**src/rtl/stereo_pixel_mixer.sv**
```systemverilog
// ---------------------------------------------------------------------------
// stereo_pixel_mixer
// Registered output stage between the stereo pixel paths and the VGA DAC pins.
// Expands one left and one right grey sample per clock to OUT_W bits, combines
// them according to a mode latched at frame start, and applies blanking. The
// hsync/vsync pins are delayed by the same two clocks as the pixel data.
//
// Optional feature macro: MIX_TPG_EN (8-bar vertical test pattern generator).
//
// Ports
//   clk       in   1      pixel clock
//   rst_n     in   1      synchronous active-low reset
//   din_l     in   PIX_W  left-eye sample
//   din_r     in   PIX_W  right-eye sample
//   nblank    in   1      1 = active video
//   hsync_i   in   1      horizontal sync, aligned with din_*
//   vsync_i   in   1      vertical sync, aligned with din_*
//   mode_sel  in   2      requested mix mode (taken at frame start)
//   tpg_on    in   1      test-pattern request (no effect without MIX_TPG_EN)
//   r,g,b     out  OUT_W  colour outputs
//   hsync_o   out  1      hsync delayed by 2 clocks
//   vsync_o   out  1      vsync delayed by 2 clocks
//   mode_cur  out  2      mode currently applied
// ---------------------------------------------------------------------------
module stereo_pixel_mixer #(
  parameter int unsigned PIX_W  = 4,
  parameter int unsigned OUT_W  = 8,
  parameter bit          VS_POL = 1'b0,
  parameter int unsigned BAR_W  = 80
) (
  input  logic             clk,
  input  logic             rst_n,
  input  logic [PIX_W-1:0] din_l,
  input  logic [PIX_W-1:0] din_r,
  input  logic             nblank,
  input  logic             hsync_i,
  input  logic             vsync_i,
  input  logic [1:0]       mode_sel,
  input  logic             tpg_on,
  output logic [OUT_W-1:0] r,
  output logic [OUT_W-1:0] g,
  output logic [OUT_W-1:0] b,
  output logic             hsync_o,
  output logic             vsync_o,
  output logic [1:0]       mode_cur
);

  typedef enum logic [1:0] {
    MODE_AVG   = 2'd0,
    MODE_LEFT  = 2'd1,
    MODE_RIGHT = 2'd2,
    MODE_ANA   = 2'd3
  } mode_e;

  // Sync pins idle at the inactive vsync level out of reset.
  localparam logic SYNC_IDLE = ~VS_POL;

  // Replicate the sample MSB-first until OUT_W bits are filled.
  function automatic logic [OUT_W-1:0] expand(input logic [PIX_W-1:0] x);
    logic [OUT_W-1:0] v;
    v = '0;
    for (int i = 0; i < int'(OUT_W); i++) begin
      v[int'(OUT_W) - 1 - i] = x[int'(PIX_W) - 1 - (i % int'(PIX_W))];
    end
    return v;
  endfunction

  // Stage 1 registers
  logic [OUT_W-1:0] r_s1_l;
  logic [OUT_W-1:0] r_s1_r;
  logic             r_s1_nb;
  logic             r_s1_hs;
  logic             r_s1_vs;
  mode_e            r_s1_mode;

  // Frame-start detection and applied mode
  logic             r_vs_prev;
  mode_e            r_mode_cur;

  // Stage 2 (output) registers
  logic [OUT_W-1:0] r_r;
  logic [OUT_W-1:0] r_g;
  logic [OUT_W-1:0] r_b;
  logic             r_hs_o;
  logic             r_vs_o;

  // Stage 2 next values
  logic [OUT_W-1:0] w_r;
  logic [OUT_W-1:0] w_g;
  logic [OUT_W-1:0] w_b;
  logic [OUT_W:0]   w_sum;
  logic [OUT_W-1:0] w_avg;

  logic             w_frame_start;
  mode_e            w_mode_next;

  // Frame start is the clock where vsync_i enters its active level.
  assign w_frame_start = (vsync_i == VS_POL) && (r_vs_prev != VS_POL);
  // The newly latched mode applies to the pixel entering on the same clock.
  assign w_mode_next   = w_frame_start ? mode_e'(mode_sel) : r_mode_cur;

`ifdef MIX_TPG_EN
  logic [9:0] r_px;
  logic       r_s1_tpg;
  logic [2:0] r_s1_bar;
  logic [2:0] w_bar;

  assign w_bar = 3'(32'(r_px) / BAR_W);

  // Active-pixel counter, cleared in blanking, saturating at 1023.
  always_ff @(posedge clk) begin
    if (!rst_n) begin
      r_px     <= '0;
      r_s1_tpg <= 1'b0;
      r_s1_bar <= '0;
    end else begin
      r_s1_tpg <= tpg_on;
      r_s1_bar <= w_bar;
      if (!nblank) begin
        r_px <= '0;
      end else if (r_px != 10'h3FF) begin
        r_px <= r_px + 10'd1;
      end
    end
  end
`else
  logic w_unused;
  assign w_unused = tpg_on | (BAR_W == 0);
`endif

  // Stage 1: expand samples, carry blank/sync/mode alongside the pixel.
  always_ff @(posedge clk) begin
    if (!rst_n) begin
      r_s1_l     <= '0;
      r_s1_r     <= '0;
      r_s1_nb    <= 1'b0;
      r_s1_hs    <= SYNC_IDLE;
      r_s1_vs    <= SYNC_IDLE;
      r_s1_mode  <= MODE_AVG;
      r_vs_prev  <= SYNC_IDLE;
      r_mode_cur <= MODE_AVG;
    end else begin
      r_s1_l     <= expand(din_l);
      r_s1_r     <= expand(din_r);
      r_s1_nb    <= nblank;
      r_s1_hs    <= hsync_i;
      r_s1_vs    <= vsync_i;
      r_s1_mode  <= w_mode_next;
      r_vs_prev  <= vsync_i;
      r_mode_cur <= w_mode_next;
    end
  end

  assign w_sum = {1'b0, r_s1_l} + {1'b0, r_s1_r};
  assign w_avg = w_sum[OUT_W:1];

  // Stage 2 colour selection with blanking.
  always_comb begin
    w_r = '0;
    w_g = '0;
    w_b = '0;
    if (r_s1_nb) begin
      unique case (r_s1_mode)
        MODE_AVG:   begin w_r = w_avg;  w_g = w_avg;  w_b = w_avg;  end
        MODE_LEFT:  begin w_r = r_s1_l; w_g = r_s1_l; w_b = r_s1_l; end
        MODE_RIGHT: begin w_r = r_s1_r; w_g = r_s1_r; w_b = r_s1_r; end
        MODE_ANA:   begin w_r = r_s1_l; w_g = r_s1_r; w_b = r_s1_r; end
        default:    begin w_r = '0;     w_g = '0;     w_b = '0;     end
      endcase
`ifdef MIX_TPG_EN
      if (r_s1_tpg) begin
        w_r = {OUT_W{r_s1_bar[2]}};
        w_g = {OUT_W{r_s1_bar[1]}};
        w_b = {OUT_W{r_s1_bar[0]}};
      end
`endif
    end
  end

  // Stage 2 output registers.
  always_ff @(posedge clk) begin
    if (!rst_n) begin
      r_r    <= '0;
      r_g    <= '0;
      r_b    <= '0;
      r_hs_o <= SYNC_IDLE;
      r_vs_o <= SYNC_IDLE;
    end else begin
      r_r    <= w_r;
      r_g    <= w_g;
      r_b    <= w_b;
      r_hs_o <= r_s1_hs;
      r_vs_o <= r_s1_vs;
    end
  end

  assign r        = r_r;
  assign g        = r_g;
  assign b        = r_b;
  assign hsync_o  = r_hs_o;
  assign vsync_o  = r_vs_o;
  assign mode_cur = r_mode_cur;

endmodule

```
**config.mk**
```make
export PLATFORM = sky130hd
export DESIGN_NAME = stereo_pixel_mixer
export DESIGN_NICKNAME = d
export VERILOG_FILES = /design/src/rtl/stereo_pixel_mixer.sv
export SDC_FILE = /design/constraint.sdc
export NUM_CORES = 1
export LEC_CHECK = 0
export ABC_AREA = 1
export BUFFER_PORTS_ARGS = -buffer_cell sky130_fd_sc_hd__buf_2
export CAP_MARGIN = 20
export CORE_ASPECT_RATIO = 0.9
export CORE_MARGIN = 1.5
export CORE_UTILIZATION = 40
export DETAILED_ROUTE_END_ITERATION = 8
export PLACE_DENSITY = 0.76
export SYNTH_ARGS = -nofsm -noshare
export SYNTH_HDL_FRONTEND = slang
export SYNTH_SLANG_ARGS = --single-unit
```
**constraint.sdc**
```tcl
create_clock -name clk -period 1.4 [get_ports clk]
set_input_delay 0.28 -clock clk [delete_from_list [all_inputs] [get_ports clk]]
set_output_delay 0.28 -clock clk [all_outputs]
set_load 0.1 [all_outputs]
```
After elaboration in Yosys (flattened, before gate mapping):

Cells that the tools add are included.

* add/subtract/negate cells: 1
* equal/unequal tests: 3
* muxes and demuxes: 2
* bitwise operators: 1
* reductions and logical operators: 5

Operators by type and width (count)
* case mux 8 bit (3 select lines): 2
* adder 8 x 8 -> 9 bit: 1
* == test 2 bit, second input constant: 2
* OR reduction 2 bit: 2
* == test 2 x 1 -> 1 bit, second input constant: 1
* zero test 2 bit: 1
* AND reduction 2 bit: 1
* logical AND 1 bit: 1
* inverter 1 bit: 1

* output and inout port bits: 28
* flip-flop bits (word level): 39

Logic depth before layout (Yosys ltp):

* depth in word-level cells: 3
* gate-level depth with buffers: 8
* depth with buffers taken out: 8

Least setup slack after synthesis:

Ideal clock, no wire load.

* kind: flip-flop to flip-flop
* start point: register mode_cur[0] (netlist name)
* end point: register r_r[7], in the netlist r[7]
* path slack: -276 ps
* stages on the path, launching flop included: 5
* data required time: 1265 ps
* clock period less this slack: 1676 ps
* path buffers: 1
* data arrival time: 1541 ps
* library setup time: 135 ps
* cell sequence: dfxtp_1 buf_6 nor2_8 a22oi_2 a21oi_1

RTL lines
* end signal, assigned: line 189 `r_r <= w_r;`
* end, declared: line 81 `logic [OUT_W-1:0] r_r;`

Worst setup path in the final report:

* start point: register r_s1_l[4]
* end point: register r_r[3], in the netlist r[3]

* word-level cells in the longest chain between the ends: 2

RTL lines
* start, declared: line 69 `logic [OUT_W-1:0] r_s1_l;`
* start signal, assigned: line 143 `r_s1_l <= expand(din_l);`
* adder 8 x 8 -> 9 bit: line 154 `assign w_sum = {1'b0, r_s1_l} + {1'b0, r_s1_r};`
* case mux 8 bit (3 select lines): line 163 `unique case (r_s1_mode)`

Every way passes these cells.
A chain may end at the register's enable or synchronous reset.

==> results.json <==
{
  "nFillCells": 297,
  "holdWs_ns": 0.176,
  "first_global_vias": 937,
  "instances_no_fill": 258,
  "powerDensity_mw_per_mm2": 1200,
  "synth_top_family_by_area": "simple AND/OR/NAND/NOR gates",
  "synthMuxAreaShare": 0,
  "cap_violations": 0,
  "period_share": 0.997,
  "dp_slack_ns": -0.0536,
  "leakage_nw": 0.968,
  "status": "completed",
  "fin_skew_ns": 0.00507,
  "yosysSeqAreaShare": 0.453,
  "synth.avg_cell_area_sq_um": 8.11,
  "dp_cells": 248,
  "clk_pin_slew_worst_paths_ns": 0.06,
  "ys_seq_elements": 31,
  "worst_slack_ns": 0.00465,
  "worstMarginPinSlew_ns": 0.526,
  "min_path_type": "input port to flop",
  "finalPower_mw": 2.22,
  "cts-buffers-inserted": 5,
  "synthCells": 169,
  "nets": 236,
  "hold_violations": 0,
  "synthAdderAreaFrac": 0.0511,
  "yosys-top-cells-area": "dfxtp_1 (45%), nand2_1 (11%), inv_1 (7.1%)",
  "slew_headroom": 0.648,
  "drt_wl_total_um": 2520,
  "h-tree-depth": 2,
  "row_count": 19,
  "synthXorXnorAreaFrac": 0,
  "cts_hold_buf": 0,
  "reg2reg_to": "r[3]",
  "synth_top_area_frac": 0.453,
  "die_w_um": 64.7,
  "yosysWarnings": 0,
  "cp_slowest_cell": "fa_2",
  "crit_cells": 6,
  "synth_compound_area_frac": 0.111,
  "setup_violations": 0,
  "synthesis.area_sq_mm": 0.00137,
  "cp.required_ns": 1.55,
  "rsz0062_at_grt": "yes",
  "grt_max_degree": 16,
  "cts_tree": "done",
  "cpPeakStageDelay_ns": 0.39,
  "crit_arrival_ns": 1.54,
  "hold_start": "din_r[0]",
  "reg2regPathDepth": 6,
  "routed-via-count": 1124,
  "fp.coreArea_sq_mm": 0.00316,
  "grt_pass1_wl_um": 3980,
  "drt_iter0_markers": 52,
  "dr.pass1.iters": 4,
  "path_class": "flop to flop",
  "antenna_found_initial": 0,
  "ant_nets": 0,
  "path_delay_family": "adder cells",
  "synth_fp_nets": 190,
  "r2r-start": "r_s1_l[4]",
  "hold_depth": 3,
  "clk_path_buf_depth": 2,
  "crit_path_start_kind": "flop",
  "dpl.hpwl_um": 1880,
  "io_pins": 44,
  "num_antenna_cells": 0,
  "port_buffers": 42,
  "root_buffer": "clkbuf_8",
  "rrSetupSlack_ns": 0.005,
  "viasPerCell": 4.36,
  "grtUsageTotal": 0.145,
  "crit_top_cell": "nand3_2",
  "slew_viol_final": 0,
  "synth_simple_gate_area_frac": 0.246,
  "start_util": 0.433,
  "final_util": 0.586,
  "worst-path-max-fanout": 4,
  "synth_cell_types": 25,
  "drive_gt1_frac": 0.495,
  "timing.final.crit_period_ns": 1.40,
  "vdd_drop_max_mv": 0.914,
  "cp-end-kind": "flop",
  "crit_buf_inv": 0,
  "die_area_sq_mm": 0.00379,
  "place_congestion": 0.879,
  "worstHoldEndpoint": "r_s1_r[4]",
  "dieHeight_um": 58.5,
  "drc_errors": 0,
  "routedWlPerCell_um": 9.77,
  "max_freq_ghz": 0.717,
  "clock_latency_ns": 0.28,
  "crit_chain": "ha_4 > fa_2 > nand3_2 > nand3b_1 > nand3_2 > a21oi_2",
  "area_delta_synth_final_pct": 35.2,
  "synth.largest_area_cell": "dfxtp_1",
  "grt.overflow.total": 0,
  "cts_sinks": 31
}
## layout by cell type, fill, tap and decap left out, drive strengths merged
master  synthesis  routed
fa              1       1
nand4           1       1
inv            29      29
nand3          15      15
clkbuf          1       8
buf            10      50
ha              4       4
a21oi          16      16
dfxtp          31      31
a22oi           4       4
nand2          44      44
or2             3       3
o21ai           3       3
nand3b          1       1
nor2            6       6
## synth_stat cells
master	instances
nor2_8	1
nor2_4	1
inv_1	26
inv_4	1
dfxtp_1	31
buf_6	1
ha_1	4
or2_2	3
nand2_1	41
clkbuf_1	1
a21oi_1	14
a21oi_2	2
inv_2	2
nor2_1	4
buf_4	8
o21ai_0	2
a22oi_2	4
o21ai_1	1
fa_1	1
nand3_1	13
nand2_2	3
nand3_2	2
buf_1	1
nand3b_1	1
nand4_1	1
## kinds of logic after synthesis
kind of cell	count (synthesis)
and+or+nand+nor	70
buffers and inverters	40
DFF	31
AOI/OAI and AO/OA	23
adders and majority gates	5
## worst reg2reg max path, stage by stage, from the launching register on
cell      delay, ns
dfxtp_2        0.33
ha_4           0.16
fa_2           0.39
nand3_2        0.11
nand3b_1       0.11
nand3_2        0.11
a21oi_2        0.05
## area by class of cell
| type | count | area, sq um | area share |
|---|---|---|---|
| timing repair buffer | 50 | 300 | 0.162 |
| multi-input combinational | 98 | 647 | 0.349 |
| sequential | 31 | 641 | 0.346 |
| inverter | 29 | 111 | 0.0601 |
| clock buffer | 8 | 100 | 0.0541 |
| tap | 42 | 52.6 | 0.0284 |
## worst max-delay path by stage
stage | start | endpoint
floorplan | r_s1_l[4] | b[3]
global placement | r_s1_l[4] | b[3]
detailed placement | r_s1_l[4] | b[3]
CTS | r_s1_r[4] | b[3]
global route | r_s1_l[4] | b[5]
finish | r_s1_l[4] | r[3]
## where the power goes
part           leakage, nW  internal, mW  total (mW)  switching, mW
Clock               0.0515         0.447       0.744          0.297
Sequential           0.260         0.924       0.967         0.0430
Combinational        0.656         0.149       0.508          0.359
Total                0.968          1.52        2.22          0.699
## per-stage QoR
stage	TNS (ns)	cell area, sq um
after CTS	-0.00834	1780
after global routing	-0.291	1850
after detailed placement	-0.106	1640
after floorplan	0	1390
after global placement	-0.0531	1640
final	0	1850
## repair_timing
action | CTS | global route
setup endpoints to repair | 8 | 16
buffers inserted | 1 | 1
cloned | 0 | 0
pin swaps | 6 | 12
resized for setup | 8 | 16
## flip-flops by register name (all words and copies together) (netlist names)
signal and flops:
mode_cur 2, r_s1_nb 1, b 8, r_s1_hs 1, r_s1_l 4, hsync_o 1
r_s1_r 4, r_vs_prev 1, vsync_o 1, r 8
## metal layers
| metal | track usage | share of wire | wire, um |
|---|---|---|---|
| met2 | 0.214 | 0.43 | 1080 |
| met5 | 0 | 0 | 0 |
| met3 | 0.0650 | 0.076 | 192 |
| met4 | 0.100 | 0.023 | 57 |
| met1 | 0.171 | 0.47 | 1190 |
Power figures use the tool's default switching activity.
